`src/rtl/adder_pkg.sv`:
```
// Shared geometry helpers for the pipelined adder: chunk width, chunk base
// index and the legality check on the WIDTH/STAGES pair.
package adder_pkg;

  // Bits resolved by each pipeline stage.
  function automatic int chunk_w(input int width, input int stages);
    return width / stages;
  endfunction

  // Index of the least significant bit of chunk k.
  function automatic int stage_lo(input int k, input int chunk);
    return k * chunk;
  endfunction

  // The operand must split evenly and every stage must own at least one bit.
  function automatic bit geometry_ok(input int width, input int stages);
    return (stages >= 1) && (stages <= width) && ((width % stages) == 0);
  endfunction

endpackage

```
`src/rtl/adder_chunk.sv`:
```
// Combinational CHUNK-bit adder slice used by every pipeline stage; the
// multi-bit successor to the half/full adder cells.
module adder_chunk
  import adder_pkg::*;
#(
  parameter int W = 8
) (
  input  logic [W-1:0] a,
  input  logic [W-1:0] b,
  input  logic         ci,
  output logic [W-1:0] s,
  output logic         co
);

  logic [W:0] total;

  assign total   = {1'b0, a} + {1'b0, b} + {{W{1'b0}}, ci};
  assign {co, s} = total;

endmodule

```
`src/rtl/pipelined_adder.sv`:
```
// WIDTH-bit adder/subtractor split into STAGES chunks, one chunk resolved per
// stage, with the carry rippling through pipeline registers. Each stage keeps
// only the operand bits still to be added, so register width shrinks down the
// pipe. Valid/ready per stage lets empty stages fill under a downstream stall.
module pipelined_adder
  import adder_pkg::*;
#(
  parameter int WIDTH  = 32,
  parameter int STAGES = 4
) (
  input  logic             clk,
  input  logic             rst,
  input  logic             in_valid,
  output logic             in_ready,
  input  logic [WIDTH-1:0] a,
  input  logic [WIDTH-1:0] b,
  input  logic             cin,
  input  logic             sub,
  output logic             out_valid,
  input  logic             out_ready,
  output logic [WIDTH-1:0] sum,
  output logic             cout,
  output logic             ovf
);

  localparam int CHUNK = chunk_w(WIDTH, STAGES);

  if (!geometry_ok(WIDTH, STAGES)) begin : g_geometry_check
    $fatal(1, "pipelined_adder: WIDTH must be a multiple of STAGES, 1 <= STAGES <= WIDTH");
  end

  // Subtraction is a + ~b + 1, so invert b and force the carry-in up front.
  logic [WIDTH-1:0] b_eff;
  logic             cin_eff;

  assign b_eff   = sub ? ~b : b;
  assign cin_eff = sub ? 1'b1 : cin;

  for (genvar k = 0; k < STAGES; k++) begin : g_stage
    localparam int LO = stage_lo(k, CHUNK);
    localparam int SW = LO + CHUNK;     // sum bits resolved so far
    localparam int RW = WIDTH - SW;     // operand bits still pending

    logic             valid_r;
    logic             carry_r;
    logic [SW-1:0]    sum_r;
    logic             ready_s;
    logic             src_valid_s;
    logic             ci_s;
    logic [CHUNK-1:0] ca_s;
    logic [CHUNK-1:0] cb_s;
    logic [CHUNK-1:0] s_s;
    logic             co_s;
    logic [SW-1:0]    next_sum_s;

    if (k == 0) begin : g_src
      assign src_valid_s = in_valid;
      assign ci_s        = cin_eff;
      assign ca_s        = a[CHUNK-1:0];
      assign cb_s        = b_eff[CHUNK-1:0];
      assign next_sum_s  = s_s;
    end else begin : g_src
      assign src_valid_s = g_stage[k-1].valid_r;
      assign ci_s        = g_stage[k-1].carry_r;
      assign ca_s        = g_stage[k-1].g_ops.a_r[CHUNK-1:0];
      assign cb_s        = g_stage[k-1].g_ops.b_r[CHUNK-1:0];
      assign next_sum_s  = {s_s, g_stage[k-1].sum_r};
    end

    // A stage can load when it is empty or its contents move on this edge.
    if (k == STAGES - 1) begin : g_ready
      assign ready_s = !valid_r || out_ready;
    end else begin : g_ready
      assign ready_s = !valid_r || g_stage[k+1].ready_s;
    end

    adder_chunk #(
      .W (CHUNK)
    ) u_chunk (
      .a  (ca_s),
      .b  (cb_s),
      .ci (ci_s),
      .s  (s_s),
      .co (co_s)
    );

    // Stage valid, carry and partial sum advance together when the stage is ready.
    always_ff @(posedge clk or posedge rst) begin
      if (rst) begin
        valid_r <= 1'b0;
        carry_r <= 1'b0;
        sum_r   <= {SW{1'b0}};
      end else if (ready_s) begin
        valid_r <= src_valid_s;
        carry_r <= co_s;
        sum_r   <= next_sum_s;
      end
    end

    if (RW > 0) begin : g_ops
      logic [RW-1:0] a_r;
      logic [RW-1:0] b_r;
      logic [RW-1:0] src_a_s;
      logic [RW-1:0] src_b_s;

      if (k == 0) begin : g_ops_src
        assign src_a_s = a[WIDTH-1:SW];
        assign src_b_s = b_eff[WIDTH-1:SW];
      end else begin : g_ops_src
        assign src_a_s = g_stage[k-1].g_ops.a_r[RW+CHUNK-1:CHUNK];
        assign src_b_s = g_stage[k-1].g_ops.b_r[RW+CHUNK-1:CHUNK];
      end

      // Carry the not-yet-added operand chunks alongside the partial sum.
      always_ff @(posedge clk or posedge rst) begin
        if (rst) begin
          a_r <= {RW{1'b0}};
          b_r <= {RW{1'b0}};
        end else if (ready_s) begin
          a_r <= src_a_s;
          b_r <= src_b_s;
        end
      end
    end

    if (k == STAGES - 1) begin : g_msb
      logic a_msb_r;
      logic b_msb_r;

      // Keep the operand sign bits of the final chunk for the overflow flag.
      always_ff @(posedge clk or posedge rst) begin
        if (rst) begin
          a_msb_r <= 1'b0;
          b_msb_r <= 1'b0;
        end else if (ready_s) begin
          a_msb_r <= ca_s[CHUNK-1];
          b_msb_r <= cb_s[CHUNK-1];
        end
      end
    end
  end

  assign in_ready  = g_stage[0].ready_s;
  assign out_valid = g_stage[STAGES-1].valid_r;
  assign sum       = g_stage[STAGES-1].sum_r;
  assign cout      = g_stage[STAGES-1].carry_r;
  assign ovf       = (g_stage[STAGES-1].g_msb.a_msb_r == g_stage[STAGES-1].g_msb.b_msb_r) &&
                     (g_stage[STAGES-1].sum_r[WIDTH-1] != g_stage[STAGES-1].g_msb.a_msb_r);

endmodule
```
`config.mk`:
```
export PLATFORM = sky130hd
export DESIGN_NAME = pipelined_adder
export DESIGN_NICKNAME = d
export VERILOG_FILES = /design/src/rtl/adder_pkg.sv /design/src/rtl/adder_chunk.sv /design/src/rtl/pipelined_adder.sv
export SDC_FILE = /design/constraint.sdc
export NUM_CORES = 1
export LEC_CHECK = 0
export ABC_CLOCK_PERIOD_IN_PS = 7290
export BUFFER_PORTS_ARGS = -buffer_cell sky130_fd_sc_hd__buf_2
export CORE_ASPECT_RATIO = 1.4
export CORE_MARGIN = 2
export CORE_UTILIZATION = 35
export CTS_CLUSTER_SIZE = 28
export DETAILED_ROUTE_END_ITERATION = 10
export GPL_TIMING_DRIVEN = 1
export SLEW_MARGIN = 20
export SYNTH_ARGS = -nofsm -noshare
export SYNTH_HDL_FRONTEND = slang
export SYNTH_SLANG_ARGS = --single-unit
```
`constraint.sdc`:
```
create_clock -name clk -period 7.29 [get_ports clk]
set_clock_uncertainty 0.15 [all_clocks]
set_input_delay 0.729 -clock clk [delete_from_list [all_inputs] [get_ports clk]]
set_output_delay 0.729 -clock clk [all_outputs]
set_load 0.05 [all_outputs]
```
==> flow_metrics.env, run 1 <==
export IMPL_p_leak_nw=4.930
export IMPL_setup_viol=0
export IMPL_synth_top_area_cell="dfrtp_1"
export IMPL_final_common_cell="nand2_1"
export IMPL_rows=67
export IMPL_synthTopCellsByArea="dfrtp_1, nand2_1, ha_1"
export IMPL_drc=0
export IMPL_post_route_period_util=0.5373
export IMPL_slew_headroom=0.3983
export IMPL_grt_pass1_wl_um=29660
export IMPL_worstSetupStartpoint="out_valid"
export IMPL_pwr_share_clk=0.257
export IMPL_grt_util_met1=0.2050
export IMPL_crit_path_start_kind="flop"
export IMPL_start_util=0.3563
export IMPL_cap_violations=0
export IMPL_fmax_mhz=255.3
export IMPL_crit_chain="nor2b_4 -> and3_2 -> buf_4 -> and2_4 -> inv_2 -> buf_4 -> buf_2"
export IMPL_max_clock_path_buffers=2
export IMPL_ctsResizeCount=0
export IMPL_critPathCapture="in_ready"
export IMPL_drt_pre_antenna_iters=4
export IMPL_switching_share=0.3847
export IMPL_cts_buffers=17
export IMPL_finalHoldViolations=0
export IMPL_tightest_slew_ns=0.8994
export IMPL_cts_tree="yes"
export IMPL_grt_usage=0.1430
export IMPL_die_y_um=188.5
export IMPL_fillers=2415
export IMPL_grt_overflow=0
export IMPL_p_int_w=0.002120
export IMPL_vias_per_cell=4.505
export IMPL_ys_ff_latch=186
export IMPL_cp_depth=7
export IMPL_synth_seq_area_share=0.5468
export IMPL_cts_htree_levels=4
export IMPL_antenna_found_initial=0
export IMPL_avgSynthCellArea_um2=9.232
export IMPL_postCtsSetupBuffers=0
export IMPL_diodes=0
export IMPL_final_cell_mix="nand2_1, dfrtp_1, buf_2, o21ai_0, xnor2_1"
export IMPL_crit_type="flop to output port"
export IMPL_pwr_share_seq=0.429
export IMPL_grt_busiest_layer="met2"
export IMPL_grt_max_degree=87
export IMPL_utilization=0.4098
export IMPL_synth_cells=922
export IMPL_clk_pin_slew_ns=0.08
export IMPL_port_buffer_count=105
export IMPL_worstSkewPairLatency_ns=0.43
export IMPL_vias=6010
export IMPL_crit_arrival_ns=3.04
export IMPL_die_area_mm2=0.02560
export IMPL_fin_ws_ns=3.373
export IMPL_synth_fp_nets=1028
export IMPL_synthDistinctLibCells=49
export IMPL_gr_usage_met3=0.02072
export IMPL_drtIter0Drc=353
export IMPL_critPathRequiredTime_ns=6.41
export IMPL_root_buffer="clkbuf_16"
export IMPL_die_w_um=135.8
export IMPL_slew_violations=0
export IMPL_end_kind="output port"
export IMPL_async_flop_share=1.000
export IMPL_min_path_type="primary input to asynchronous set/reset pin"
export IMPL_status="finished clean"
export IMPL_ir_drop_mv=0.1804
export IMPL_rsz0062_at_grt="false"
export IMPL_p_sw_w=0.001326
export IMPL_syn_area_mm2=0.008512
export IMPL_p_comb_frac=0.314
export IMPL_post_drt_wl_per_cell_um=12.90
export IMPL_crit_fanout=55
export IMPL_met2_usage=0.2214
export IMPL_critPathTopFamily="simple AND/OR/NAND/NOR gates"
export IMPL_synth_edff_count=0
export IMPL_tns_ns=0
export IMPL_p_per_area_mw_per_mm2=352.0
export IMPL_postRouteAntennaNets=0
export IMPL_drive_gt1_frac=0.1611
export IMPL_ctsHoldBuffers=0
export IMPL_nets=1117
export IMPL_gp_congestion=0.7659
export IMPL_slowest_stage="nor2b_4"
export IMPL_wl_um=17210
export IMPL_ys_warn_count=0
export IMPL_fin_crit_ns=3.917
export IMPL_cts_sinks=186
export IMPL_crit_path_frequent_cell="buf_4"
export IMPL_reg2reg_to="g_stage[0].g_ops.b_r[15]"
export IMPL_r2r_slack_ns=3.93
export IMPL_ioPinCount=106
export IMPL_r2r_start="out_valid"
export IMPL_area_growth_pct=15.02
export IMPL_cpPeakStageDelay_ns=0.70
export IMPL_synth_top_area_share=0.5468
export IMPL_core_area_mm2=0.02389
export IMPL_place_ws_ns=3.338
export IMPL_grt_pass1_vias=5915
export IMPL_hpwl_um=12150
export IMPL_worst_r2r_cell_count=6
export IMPL_critPathBufInv=4
export IMPL_synth_ff_type="dfrtp_1"
==> Yosys cell counts, types with 2 or more instances <==
master / count
a211oi_1: 9
a211oi_2: 2
a21o_1: 8
a21oi_1: 22
buf_2: 12
buf_4: 7
buf_6: 7
clkbuf_1: 16
dfrtp_1: 186
fa_1: 8
ha_1: 28
inv_1: 8
nand2_1: 434
nand2b_1: 5
nor2_1: 26
nor2b_1: 2
nor3_1: 4
o21a_1: 5
o21ai_0: 35
o21ai_1: 8
o21ai_2: 10
o21bai_1: 2
o31ai_1: 7
or2_2: 3
xnor2_1: 29
xor2_1: 16
==> flip-flops by register name (all words and copies together) (netlist names) <==
| signal | count |
|---|---|
| cout | 1 |
| sum | 32 |
| g_stage.carry_r | 3 |
| g_stage.valid_r | 3 |
| g_stage.sum_r | 48 |
| out_valid | 1 |
| g_stage.g_ops.a_r | 48 |
| g_stage.g_msb.b_msb_r | 1 |
| g_stage.g_ops.b_r | 48 |
| g_stage.g_msb.a_msb_r | 1 |
==> kinds of logic (layout without fill, tap and decap cells) <==
logic type,count (synthesis),count (layout),share of synthesized area
AND/OR/NAND/NOR,484,484,0.2217
buffers and inverters,52,154,0.03528
XOR/XNOR,45,45,0.04630
AO/OA/AOI/OAI,119,119,0.08996
adder cells (fa/ha/maj),36,36,0.05997
flip-flops,186,186,0.5468
==> worst min path at each step <==
stage                             startpoint                       end  slack (ns)  cells past startpoint
floorplan           g_stage[0].g_ops.a_r[10]  g_stage[0].g_ops.a_r[10]        0.29                      2
global placement                      sum[1]                    sum[1]        0.30                      2
detailed placement                    sum[3]                    sum[3]        0.30                      2
CTS                 g_stage[1].g_ops.a_r[14]  g_stage[1].g_ops.a_r[14]        0.32                      2
global route        g_stage[1].g_ops.a_r[14]  g_stage[1].g_ops.a_r[14]        0.33                      2
finish                                   rst                   sum[11]        0.30                      2
==> power by group through the flow <==
stage,clock [W],sequential [W],combinational [W]
detailed placement,0,0.00150,0.00109
CTS,0.000914,0.00148,0.00110
global route,0.000952,0.00152,0.00121
finish,0.000886,0.00148,0.00108
global placement,0,0.00149,0.00108
floorplan,0,0.00173,0.000582
==> stage by stage <==
stage               instance area [µm²]  instances  hold WS [ns]  power, W
finish                             9791       1334        0.2968  0.003446
global route                       9791       1334        0.3335  0.003683
CTS                                9791       1334        0.3204  0.003497
detailed placement                 9225       1302        0.3045  0.002599
floorplan                          8512        922        0.2875  0.002316
global placement                   9225       1302        0.2968  0.002573
==> final cells by class <==
cell class / instances / area [µm²] / share of cell area
clock inverter: 13 / 132.6 / 0.01355
clock buffer: 19 / 432.9 / 0.04422
multi-input combinational: 684 / 3558 / 0.3635
sequential: 186 / 4654 / 0.4754
tap: 310 / 387.9 / 0.03962
timing repair buffer: 113 / 585.6 / 0.05981
inverter: 9 / 38.79 / 0.003962
==> routing by layer <==
metal	wire length [µm]	vias to the layer above
li1	-	3139
met2	7933	97
met4	229	0
met1	8631	2759
met3	415	15
met5	0	-
Power figures use the tool's default switching activity.
==> run 2, diff against run 1 <==
Settings changed: ABC_CLOCK_PERIOD_IN_PS 7290 to 3450.
Clock period 7.29 ns to 3.45 ns, I/O delays scaled along.
==> flow_metrics.env, run 2 (synthesis results as in run 1) <==
export IMPL_crit_path_frequent_cell="fa_1"
export IMPL_gp_congestion=0.8580
export IMPL_pwr_share_seq=0.423
export IMPL_drtIter0Drc=338
export IMPL_p_per_area_mw_per_mm2=734.9
export IMPL_worstSetupStartpoint="g_stage[0].carry_r"
export IMPL_critPathRequiredTime_ns=3.60
export IMPL_switching_share=0.3717
export IMPL_postRouteAntennaNets=0
export IMPL_drt_pre_antenna_iters=5
export IMPL_holdWs_ns=-0.03939
export IMPL_violations="negative hold slack"
export IMPL_antenna_found_initial=0
export IMPL_die_area_mm2=0.02560
export IMPL_fin_total_pwr_w=0.007401
export IMPL_final_common_cell="nand2_1"
export IMPL_vias_per_cell=4.517
export IMPL_start_util=0.3563
export IMPL_p_int_w=0.004650
export IMPL_ctsResizeCount=0
export IMPL_diodes=0
export IMPL_min_path_type="primary input to asynchronous set/reset pin"
export IMPL_drc=0
export IMPL_p_comb_frac=0.311
export IMPL_r2r_start="g_stage[0].carry_r"
export IMPL_critPathTopFamily="adder cells"
export IMPL_drive_gt1_frac=0.1622
export IMPL_vias=6134
export IMPL_cts_tree="yes"
export IMPL_r2r_slack_ns=0.91
export IMPL_placed_area_mm2=0.009259
export IMPL_reg2reg_to="g_stage[1].carry_r"
export IMPL_core_area_mm2=0.02389
export IMPL_crit_path_start_kind="flop"
export IMPL_critPathBufInv=0
export IMPL_ioPinCount=106
export IMPL_slew_violations=0
export IMPL_nets=1141
export IMPL_grt_max_degree=130
export IMPL_post_route_period_util=0.7361
export IMPL_crit_type="flop to flop"
export IMPL_numPlacedInstances=1305
export IMPL_worstSkewPairLatency_ns=0.43
export IMPL_crit_arrival_ns=2.69
export IMPL_cts_sinks=186
export IMPL_die_w_um=135.8
export IMPL_tns_ns=0
export IMPL_post_drt_wl_per_cell_um=12.75
export IMPL_fmax_mhz=393.8
export IMPL_end_kind="flop"
export IMPL_grt_overflow=0
export IMPL_finalHoldViolations=40
export IMPL_max_clock_path_buffers=2
export IMPL_root_buffer="clkbuf_16"
export IMPL_grt_pass1_vias=6040
export IMPL_cap_violations=0
export IMPL_slew_headroom=0.4266
export IMPL_wl_um=17320
export IMPL_final_cell_mix="nand2_1, dfrtp_1, buf_2, o21ai_0, xnor2_1"
export IMPL_crit_fanout=3
export IMPL_setup_viol=0
export IMPL_port_buffer_count=105
export IMPL_utilization=0.4215
export IMPL_cpPeakStageDelay_ns=0.49
export IMPL_rsz0062_at_grt="false"
export IMPL_status="finished, violations left"
export IMPL_ir_drop_mv=0.3804
export IMPL_worst_r2r_cell_count=7
export IMPL_fin_crit_ns=2.539
export IMPL_slowest_stage="fa_1"
export IMPL_grt_usage=0.1435
export IMPL_reg_top3="g_stage.g_ops.a_r (48), g_stage.g_ops.b_r (48), g_stage.sum_r (48)"
export IMPL_pwr_share_clk=0.266
export IMPL_instances_no_fill=1358
export IMPL_crit_chain="fa_1 -> fa_1 -> a211o_1 -> a211oi_1 -> nor2_1 -> o21ai_0 -> a21oi_1"
export IMPL_p_sw_w=0.002751
export IMPL_rows=67
export IMPL_tightest_slew_ns=0.8570
export IMPL_p_leak_nw=5.051
export IMPL_cts_htree_levels=4
export IMPL_clk_pin_slew_ns=0.07
export IMPL_hpwl_um=12310
export IMPL_area_growth_pct=18.32
export IMPL_stdcell_area_mm2=0.01007
export IMPL_cts_buffers=17
export IMPL_die_y_um=188.5
export IMPL_grt_pass1_wl_um=29870
[run 2: changes by cell type in the layout (fill, tap and decap cells not counted), moves of 2 or more]
| cell | before | now |
|---|---|---|
| dlygate4sd3_1 | 0 | 21 |
| inv_8 | 5 | 3 |
| clkinv_4 | 5 | 2 |
| clkbuf_1 | 2 | 0 |
| bufinv_16 | 0 | 2 |
| clkinv_2 | 0 | 2 |
| clkinvlp_4 | 1 | 3 |
| buf_4 | 8 | 10 |
[run 2: worst max path at each step]
stage | end | slack (ns) | depth (start not counted)
2_1_floorplan | cout | 0.56 | 1
6_report | g_stage[1].carry_r | 0.91 | 7
5_1_grt | g_stage[1].carry_r | 0.77 | 7
3_3_place_gp | g_stage[0].sum_r[6] | 0.81 | 10
4_1_cts | g_stage[1].carry_r | 0.91 | 7
3_5_place_dp | g_stage[0].sum_r[6] | 0.74 | 10
[run 2: metrics by stage]
step / setup slack, ns / hold slack (ns)
3_5_place_dp: 0.7446 / 0.3000
6_report: 0.9105 / -0.03939
2_1_floorplan: 0.5625 / 0.2875
4_1_cts: 0.9072 / 0.006593
5_1_grt: 0.7662 / 0.007421
3_3_place_gp: 0.8132 / 0.2971
[run 2: what timing repair did]
item | CTS | global route
setup buffers | 0 | 0
endpoints found under the hold margin | 21 | 0
hold buffers | 21 | 0
[run 2: layout make-up]
class	instances	area, µm²
Clock buffer	18	439.2
Clock inverter	14	162.7
Fill cell	2396	13820
Inverter	9	37.54
Multi-Input combinational cell	684	3558
Sequential cell	186	4654
Tap cell	310	387.9
Timing Repair Buffer	137	830.8
[run 2: power by group through the flow]
stage / registers (W) / logic [W] / clock network, W
after global routing: 0.00322 / 0.00257 / 0.00212
after global placement: 0.00317 / 0.00227 / 0
after floorplan: 0.00367 / 0.00123 / 0
final: 0.00313 / 0.00230 / 0.00197
after detailed placement: 0.00319 / 0.00230 / 0
after CTS: 0.00315 / 0.00233 / 0.00203
[run 2: worst register-to-register path, stage by stage, from the launching register on]
cell and delay, ns:
dfrtp_1 0.41, fa_1 0.49, fa_1 0.44, a211o_1 0.33, a211oi_1 0.20, nor2_1 0.08
o21ai_0 0.21, a21oi_1 0.10
[run 2: routing by layer]
metal	routed length, µm	vias up	share of wire	global-route usage
met1	8608	2837	0.50	0.2053
met4	204	0	0.012	0.04447
met3	533	10	0.031	0.02475
met2	7972	98	0.46	0.2226
met5	0	-	0	0
li1	-	3189	-	-
